<file path="src/rtl/matrix_io_ctrl.sv">
// Serial FP8 front-end for a 3x3 matrix multiplier: loads A/B bytes, pulses mm_start,
// waits RUN_CYCLES, captures C and streams it out. Optional macro: MATRIX_IO_ZERO_CANON_EN.
module matrix_io_ctrl #(
  parameter int RUN_CYCLES = 9
) (
  input  logic        clk,
  input  logic        rst_n,
  input  logic [7:0]  in_data,
  input  logic        in_valid,
  output logic        in_ready,
  output logic [71:0] a_flat,
  output logic [71:0] b_flat,
  output logic        mm_start,
  input  logic [71:0] c_flat,
  output logic [7:0]  out_data,
  output logic        out_valid,
  input  logic        out_ready,
  output logic        busy
);

  typedef enum logic [2:0] {
    S_LOAD,
    S_START,
    S_WAIT,
    S_CAPTURE,
    S_SEND
  } state_t;

  state_t      state_q, state_d;
  logic [4:0]  in_idx_q, in_idx_d;
  logic [3:0]  cnt_q, cnt_d;
  logic [3:0]  out_idx_q, out_idx_d;
  logic [71:0] a_q, a_d;
  logic [71:0] b_q, b_d;
  logic [71:0] shadow_q, shadow_d;
  logic [7:0]  out_data_q, out_data_d;
  logic        in_ready_q, in_ready_d;
  logic        out_valid_q, out_valid_d;
  logic        mm_start_q, mm_start_d;
  logic        busy_q, busy_d;
  logic        in_fire, out_fire;

  logic [7:0]  shadow_byte [9];

  genvar gi;
  generate
    for (gi = 0; gi < 9; gi++) begin : g_shadow_bytes
      assign shadow_byte[gi] = shadow_q[8*(8-gi) +: 8];
    end
  endgenerate

  function automatic logic [7:0] canon(input logic [7:0] b);
`ifdef MATRIX_IO_ZERO_CANON_EN
    return (b == 8'h80) ? 8'h00 : b;
`else
    return b;
`endif
  endfunction

  assign in_fire  = in_valid && in_ready_q;
  assign out_fire = out_valid_q && out_ready;

  always_comb begin
    state_d    = state_q;
    in_idx_d   = in_idx_q;
    cnt_d      = cnt_q;
    out_idx_d  = out_idx_q;
    a_d        = a_q;
    b_d        = b_q;
    shadow_d   = shadow_q;
    out_data_d = out_data_q;

    case (state_q)
      S_LOAD: begin
        if (in_fire) begin
          for (int i = 0; i < 9; i++) begin
            if (in_idx_q == 5'(i))     a_d[8*(8-i) +: 8] = in_data;
            if (in_idx_q == 5'(i + 9)) b_d[8*(8-i) +: 8] = in_data;
          end
          if (in_idx_q == 5'd17) begin
            in_idx_d = 5'd0;
            state_d  = S_START;
          end else begin
            in_idx_d = in_idx_q + 5'd1;
          end
        end
      end
      S_START: begin
        cnt_d   = 4'(RUN_CYCLES);
        state_d = S_WAIT;
      end
      S_WAIT: begin
        // Counter enters at RUN_CYCLES, so WAIT spans exactly RUN_CYCLES cycles.
        if (cnt_q == 4'd1) begin
          cnt_d   = 4'd0;
          state_d = S_CAPTURE;
        end else begin
          cnt_d = cnt_q - 4'd1;
        end
      end
      S_CAPTURE: begin
        // out_data is registered, so the first byte comes straight from c_flat here.
        shadow_d   = c_flat;
        out_idx_d  = 4'd0;
        out_data_d = canon(c_flat[71:64]);
        state_d    = S_SEND;
      end
      S_SEND: begin
        if (out_fire) begin
          if (out_idx_q == 4'd8) begin
            out_idx_d  = 4'd0;
            out_data_d = 8'h00;
            state_d    = S_LOAD;
          end else begin
            out_idx_d  = out_idx_q + 4'd1;
            out_data_d = canon(shadow_byte[out_idx_q + 4'd1]);
          end
        end
      end
      default: state_d = S_LOAD;
    endcase

    in_ready_d  = (state_d == S_LOAD);
    out_valid_d = (state_d == S_SEND);
    mm_start_d  = (state_d == S_START);
    busy_d      = (state_d != S_LOAD);
  end

  always_ff @(posedge clk or negedge rst_n) begin
    if (!rst_n) begin
      state_q     <= S_LOAD;
      in_idx_q    <= 5'd0;
      cnt_q       <= 4'd0;
      out_idx_q   <= 4'd0;
      a_q         <= 72'd0;
      b_q         <= 72'd0;
      shadow_q    <= 72'd0;
      out_data_q  <= 8'h00;
      in_ready_q  <= 1'b1;
      out_valid_q <= 1'b0;
      mm_start_q  <= 1'b0;
      busy_q      <= 1'b0;
    end else begin
      state_q     <= state_d;
      in_idx_q    <= in_idx_d;
      cnt_q       <= cnt_d;
      out_idx_q   <= out_idx_d;
      a_q         <= a_d;
      b_q         <= b_d;
      shadow_q    <= shadow_d;
      out_data_q  <= out_data_d;
      in_ready_q  <= in_ready_d;
      out_valid_q <= out_valid_d;
      mm_start_q  <= mm_start_d;
      busy_q      <= busy_d;
    end
  end

  assign in_ready  = in_ready_q;
  assign a_flat    = a_q;
  assign b_flat    = b_q;
  assign mm_start  = mm_start_q;
  assign out_data  = out_data_q;
  assign out_valid = out_valid_q;
  assign busy      = busy_q;

endmodule

</file>
<file path="config.mk">
export PLATFORM = sky130hd
export DESIGN_NAME = matrix_io_ctrl
export DESIGN_NICKNAME = d
export VERILOG_FILES = /design/src/rtl/matrix_io_ctrl.sv
export SDC_FILE = /design/constraint.sdc
export NUM_CORES = 1
export LEC_CHECK = 0
export ABC_AREA = 1
export BUFFER_PORTS_ARGS = -buffer_cell sky130_fd_sc_hd__buf_2
export CAP_MARGIN = 20
export CORE_UTILIZATION = 29
export CTS_BUF_LIST = sky130_fd_sc_hd__clkbuf_8 sky130_fd_sc_hd__clkbuf_16
export DETAILED_ROUTE_END_ITERATION = 10
export PLACE_DENSITY_LB_ADDON = 0.2
export SETUP_SLACK_MARGIN = 0.5
export SLEW_MARGIN = 20
export SYNTH_ARGS = -nofsm -noshare
export SYNTH_HDL_FRONTEND = slang
export SYNTH_SLANG_ARGS = --single-unit
</file>
<file path="constraint.sdc">
create_clock -name clk -period 3.78 [get_ports clk]
set_input_delay 1.134 -clock clk [delete_from_list [all_inputs] [get_ports clk]]
set_output_delay 1.134 -clock clk [all_outputs]
set_load 0.02 [all_outputs]
</file>
# Word-level counts from Yosys, hierarchy flattened
# Cells that the tools add are included.
# classes
addsub	3
magnitude_cmp	1
eq_ne	26
muxes	18
n_bitwise	1
n_reduce_logical	28
# ops
operator	count
$reduce_and 3->1	18
$eq 5x4->1 const B	8
$bmux 8 s4	1
$mux 8	4
$eq 5x3->1 const B	4
$pmux 4 s2	2
$pmux 8 s2	1
$mux 3	5
$pmux 3 s5	1
$mux 4	3
$eq 5x2->1 const B	2
$eq 5x5->1 const B	2
$eq 3x1->1 const B	2
$eq 3x2->1 const B	2
$eq 3x3->1 const B	2
$logic_not 3->1	2
$add 5x1->5 const B	1
$eq 5x1->1 const B	1
$ge 5x5->1 const B	1
$logic_not 5->1	1
$mux 5	1
$not 4->5	1
$add 4x1->4 const B	1
$eq 4x1->1 const B	1
other kinds (7)	10
# word_totals
register_bits	244
input_bits	84
elab_cells	105

# Longest topological paths before layout
# depth
ltp_word	8
depth_mapped	12
mapped_depth_nobuf	10

# Least setup slack after synthesis
# OpenSTA, ideal clock, no wires.
# synth_path
path_type	input -> register
from	in in_valid
to	reg b_q[48], in the netlist b_flat[48]
arrival_time_ns	1.982
required_time_ns	3.649
path_slack_ns	1.667
stages	7
n_path_buf	1
cell_sequence	nand2_1 inv_1 nand2_4 clkinv_2 nand3_1 clkbuf_1 o21ai_0
# synth_between
elab_chain_len	2
# synth_rtl
element	line	text
start: declaration	9	input logic in_valid,
$logic_and 1x1->1	60	assign in_fire = in_valid && in_ready_q;
$reduce_and 3->1 (no source line)	n/a	
end signal: assignment	136	b_q <= 72'd0;
end signal: assignment	149	b_q <= b_d;
end: declaration	34	logic [71:0] b_q, b_d;
# Every way passes these cells.
# A chain may end at the register's enable or synchronous reset.

# Worst setup path in the final report
# layout_path
from	reg out_idx_q[0]
to	reg out_data_q[0], in the netlist out_data[0]
# layout_between
elab_chain_len	8
# layout_rtl
element	line	text
start: declaration	32	logic [3:0] out_idx_q, out_idx_d;
start signal: assignment	147	out_idx_q <= out_idx_d;
$add 4x1->4	116	out_data_d = canon(shadow_byte[out_idx_q + 4'd1]);
$not 4->5 (not written as such)	116	
$bmux 8 s4	116	
$mux 8 (not written as such) (2 in series)	116	
$mux 8 (*)	110	if (out_idx_q == 4'd8) begin
$mux 8 (*)	109	if (out_fire) begin
$pmux 8 s2 (*)	73	case (state_q)
end signal: assignment	151	out_data_q <= out_data_d;
end: declaration	36	logic [7:0] out_data_q, out_data_d;
# Mark *: on every way between the ends. The rest lies on a longest branch, timed or not. The select of a mux whose other input is x is not followed.

==> flow_summary.toml <==
[cts]
cts_max_level = 1
cts-root-buf = "clkbuf_16"
clkTransAtPathRegs_ps = 60
clk_path_buf_depth = 3
hold_buffers = 0
cts_tree = "built"
cts.repair.resized = 0
cts_buffers = 28
cts_sinks = 244
post-cts-setup-buffer-count = 0
clk_latency_ps = 550

[detailed_routing]
vias = 7966
drc = 0
drtIter0Drc = 503
final_antenna_net_count = 0
firstDrtPassIters = 5
wl_per_cell_um = 16.1
wl_mm = 28.7
viasPerCell = 4.47

[timing]
layout_setup_ws_ps = 1290
slew_violations = 0
hold_viol = 0
grt_setup_unrepaired = "false"
max_freq_ghz = 0.402
worst_pin_slew_ps = 862
finClkSkew_ps = 24.7
slew_headroom_pct = 42.4
min_period_ps = 2490
tns_ps = 0
fin_crit_sh_pct = 65.7
setup_viol = 0

[global_route]
grt_max_degree = 89
grt_overflow = 0
grt_pass1_wl_mm = 45.8
antenna_found_initial = 5
grt_usage_pct = 16.6
grt_pass1_vias = 7867

[place]
io_buffer_count = 239
dp_slack_ps = 1160
place_congestion = 0.807
hpwl_mm = 20.0

[floorplan]
pin_count = 240
fp.dieW_um = 186
fp.dieArea_um2 = 34800
die_h_um = 186
rows = 67
core_area_um2 = 33500
start_util_pct = 29.4

[logic_synthesis]
mappedNetlistArea_um2 = 9870
syn_avg_cell_area_um2 = 9.09
netlist_instances = 1085
ys_seq_area_share_pct = 61.9
yosysTopAreaCellShare_pct = 61.6
synthTopCellsByArea = "dfrtp_1, nand2_1, o21ai_0"
synth_edf_count = 0
yosysUniqueCellTypes = 31
synth-seq-cells = 244
synth_ff_type = "dfrtp_1"
synth_warnings = 0
synth_largest_area_cell = "dfrtp_1"
synthArstFlopShare_pct = 100
synth_nets = 1178

[layout]
fillers = 3527
fin_util_pct = 37.2
area_growth_pct = 26.3
final_nets = 1404
final_common_cell = "nand2_1"
layout_common_cells = "nand2_1, dfrtp_1, buf_2, o21ai_0, inv_1"
layout-drive-gt1-share_pct = 23.2

[setup_path]
crit_chain = "inv_1 > ha_1 > buf_4 > inv_1 > nand2_1 > nor3_2 > nand2_1 > nand2_1 > nand2_1 > nand2_1"
r2r_start = "out_idx_q[0]$_DFFE_PN0P_"
crit_path_max_incr_delay_ps = 420
path_depth = 10
crit_top_cell = "nand2_1"
cp-start-kind = "register"
path_class = "register to register"
required_ps = 4250
cp_top_family = "simple AND/OR/NAND/NOR gates"
worstSetupEndpoint = "out_data[0]$_DFFE_PN0P_"
path_buf_inv = 3
crit_fanout = 22
end_kind = "register"
crit_start = "out_idx_q[0]$_DFFE_PN0P_"
ff2ff_path_depth = 10
ff2ff_setup_slack_ps = 1290
cpMaxStageDelayCell = "nor3_2"
worstPathArrival_ps = 2960
rr_endpoint = "out_data[0]$_DFFE_PN0P_"

[hold_path]
holdCritPathClass = "register to register"
min_from = "shadow_byte[25]$_DFFE_PN0N_"

[pwr]
totalPowerFinal_mw = 10.0
ir_worst_vdd_mv = 0.350
powerDensity_nw_per_um2 = 805
p_leak_nw = 6.40

[run_status]
status = "completed"

[flow_run]
maxCapViolCount = 0
==> synthesized netlist by cell type (9+ instances only) <==
cell      number
a21oi_1       18
buf_1          9
buf_2         11
clkbuf_1      31
dfrtp_1      243
ha_1           9
inv_1         83
nand2_1      377
nand3_1       45
nor2_1        13
o211ai_1      12
o21ai_0      195
==> cell type report <==
cell class              instances  area, µm²  area share (%)
flip-flops and latches        244       6110            49.0
multi-input cells             705       3240            26.0
repair buffers                247       1290            10.4
clock buffers                  37        825            6.62
well taps                     448        561            4.50
inverters                      85        320            2.57
clock inverters                15        111           0.894
diodes                          2       5.00          0.0402
==> layer usage <==
layer / track usage [%] / routed length [µm] / vias up
li1: - / - / 3955
met1: 22.5 / 13000 / 3717
met2: 27.3 / 13300 / 244
met3: 3.42 / 1770 / 44
met4: 3.53 / 580 / 6
met5: 0 / 39 / -
==> through the flow <==
stage	cells	hold slack, ps	cell area (µm²)
floorplan	1085	437	9870
global placement	1729	448	11500
detailed placement	1729	454	11500
CTS	1781	469	12500
global route	1781	490	12500
finish	1783	466	12500
==> power breakdown <==
group / leakage, nW / switching [mW] / internal, mW
Combinational: 3.01 / 2.39 / 1.14
Clock: 0.485 / 1.09 / 1.59
Sequential: 2.91 / 0.434 / 3.38
==> registers in the layout, indices dropped and copies added, names as in the netlist <==
| signal | cells |
|---|---|
| mm_start | 1 |
| a_flat | 72 |
| busy | 1 |
| shadow_byte | 72 |
| out_data | 8 |
| state_q | 3 |
| in_ready | 1 |
| out_valid | 1 |
| out_idx_q | 4 |
| in_idx_q | 5 |
| b_flat | 72 |
| cnt_q | 4 |
==> cell families (layout without fill, tap and decap cells) <==
group,Yosys count,after routing,share of synthesized area (%)
and+or+nand+nor,451,451,18.5
DFF,244,244,61.9
AOI/OAI and AO/OA,239,239,12.6
buffers and inverters,136,384,5.33
adders and majority gates,9,9,1.14
xor gates and xnor gates,6,6,0.609
other,0,2,0
==> how the worst min path moves through the flow <==
stage | endpoint | slack (ps) | cells past startpoint
3_5_place_dp | shadow_byte[25]$_DFFE_PN0N_ | 450 | 2
4_1_cts | shadow_byte[25]$_DFFE_PN0N_ | 470 | 2
3_3_place_gp | shadow_byte[28]$_DFFE_PN0N_ | 450 | 2
2_1_floorplan | shadow_byte[24]$_DFFE_PN0N_ | 440 | 2
5_1_grt | shadow_byte[58]$_DFFE_PN0N_ | 490 | 2
6_report | shadow_byte[25]$_DFFE_PN0N_ | 470 | 2
==> worst reg2reg max path, cell delays in order, from the launching register on <==
cell and delay (ps):
dfrtp_1 370, inv_1 310, ha_1 410, buf_4 270, inv_1 210, nand2_1 110
nor3_2 420, nand2_1 100, nand2_1 70, nand2_1 60, nand2_1 80
Note: power is estimated with default switching activity, not from simulation.
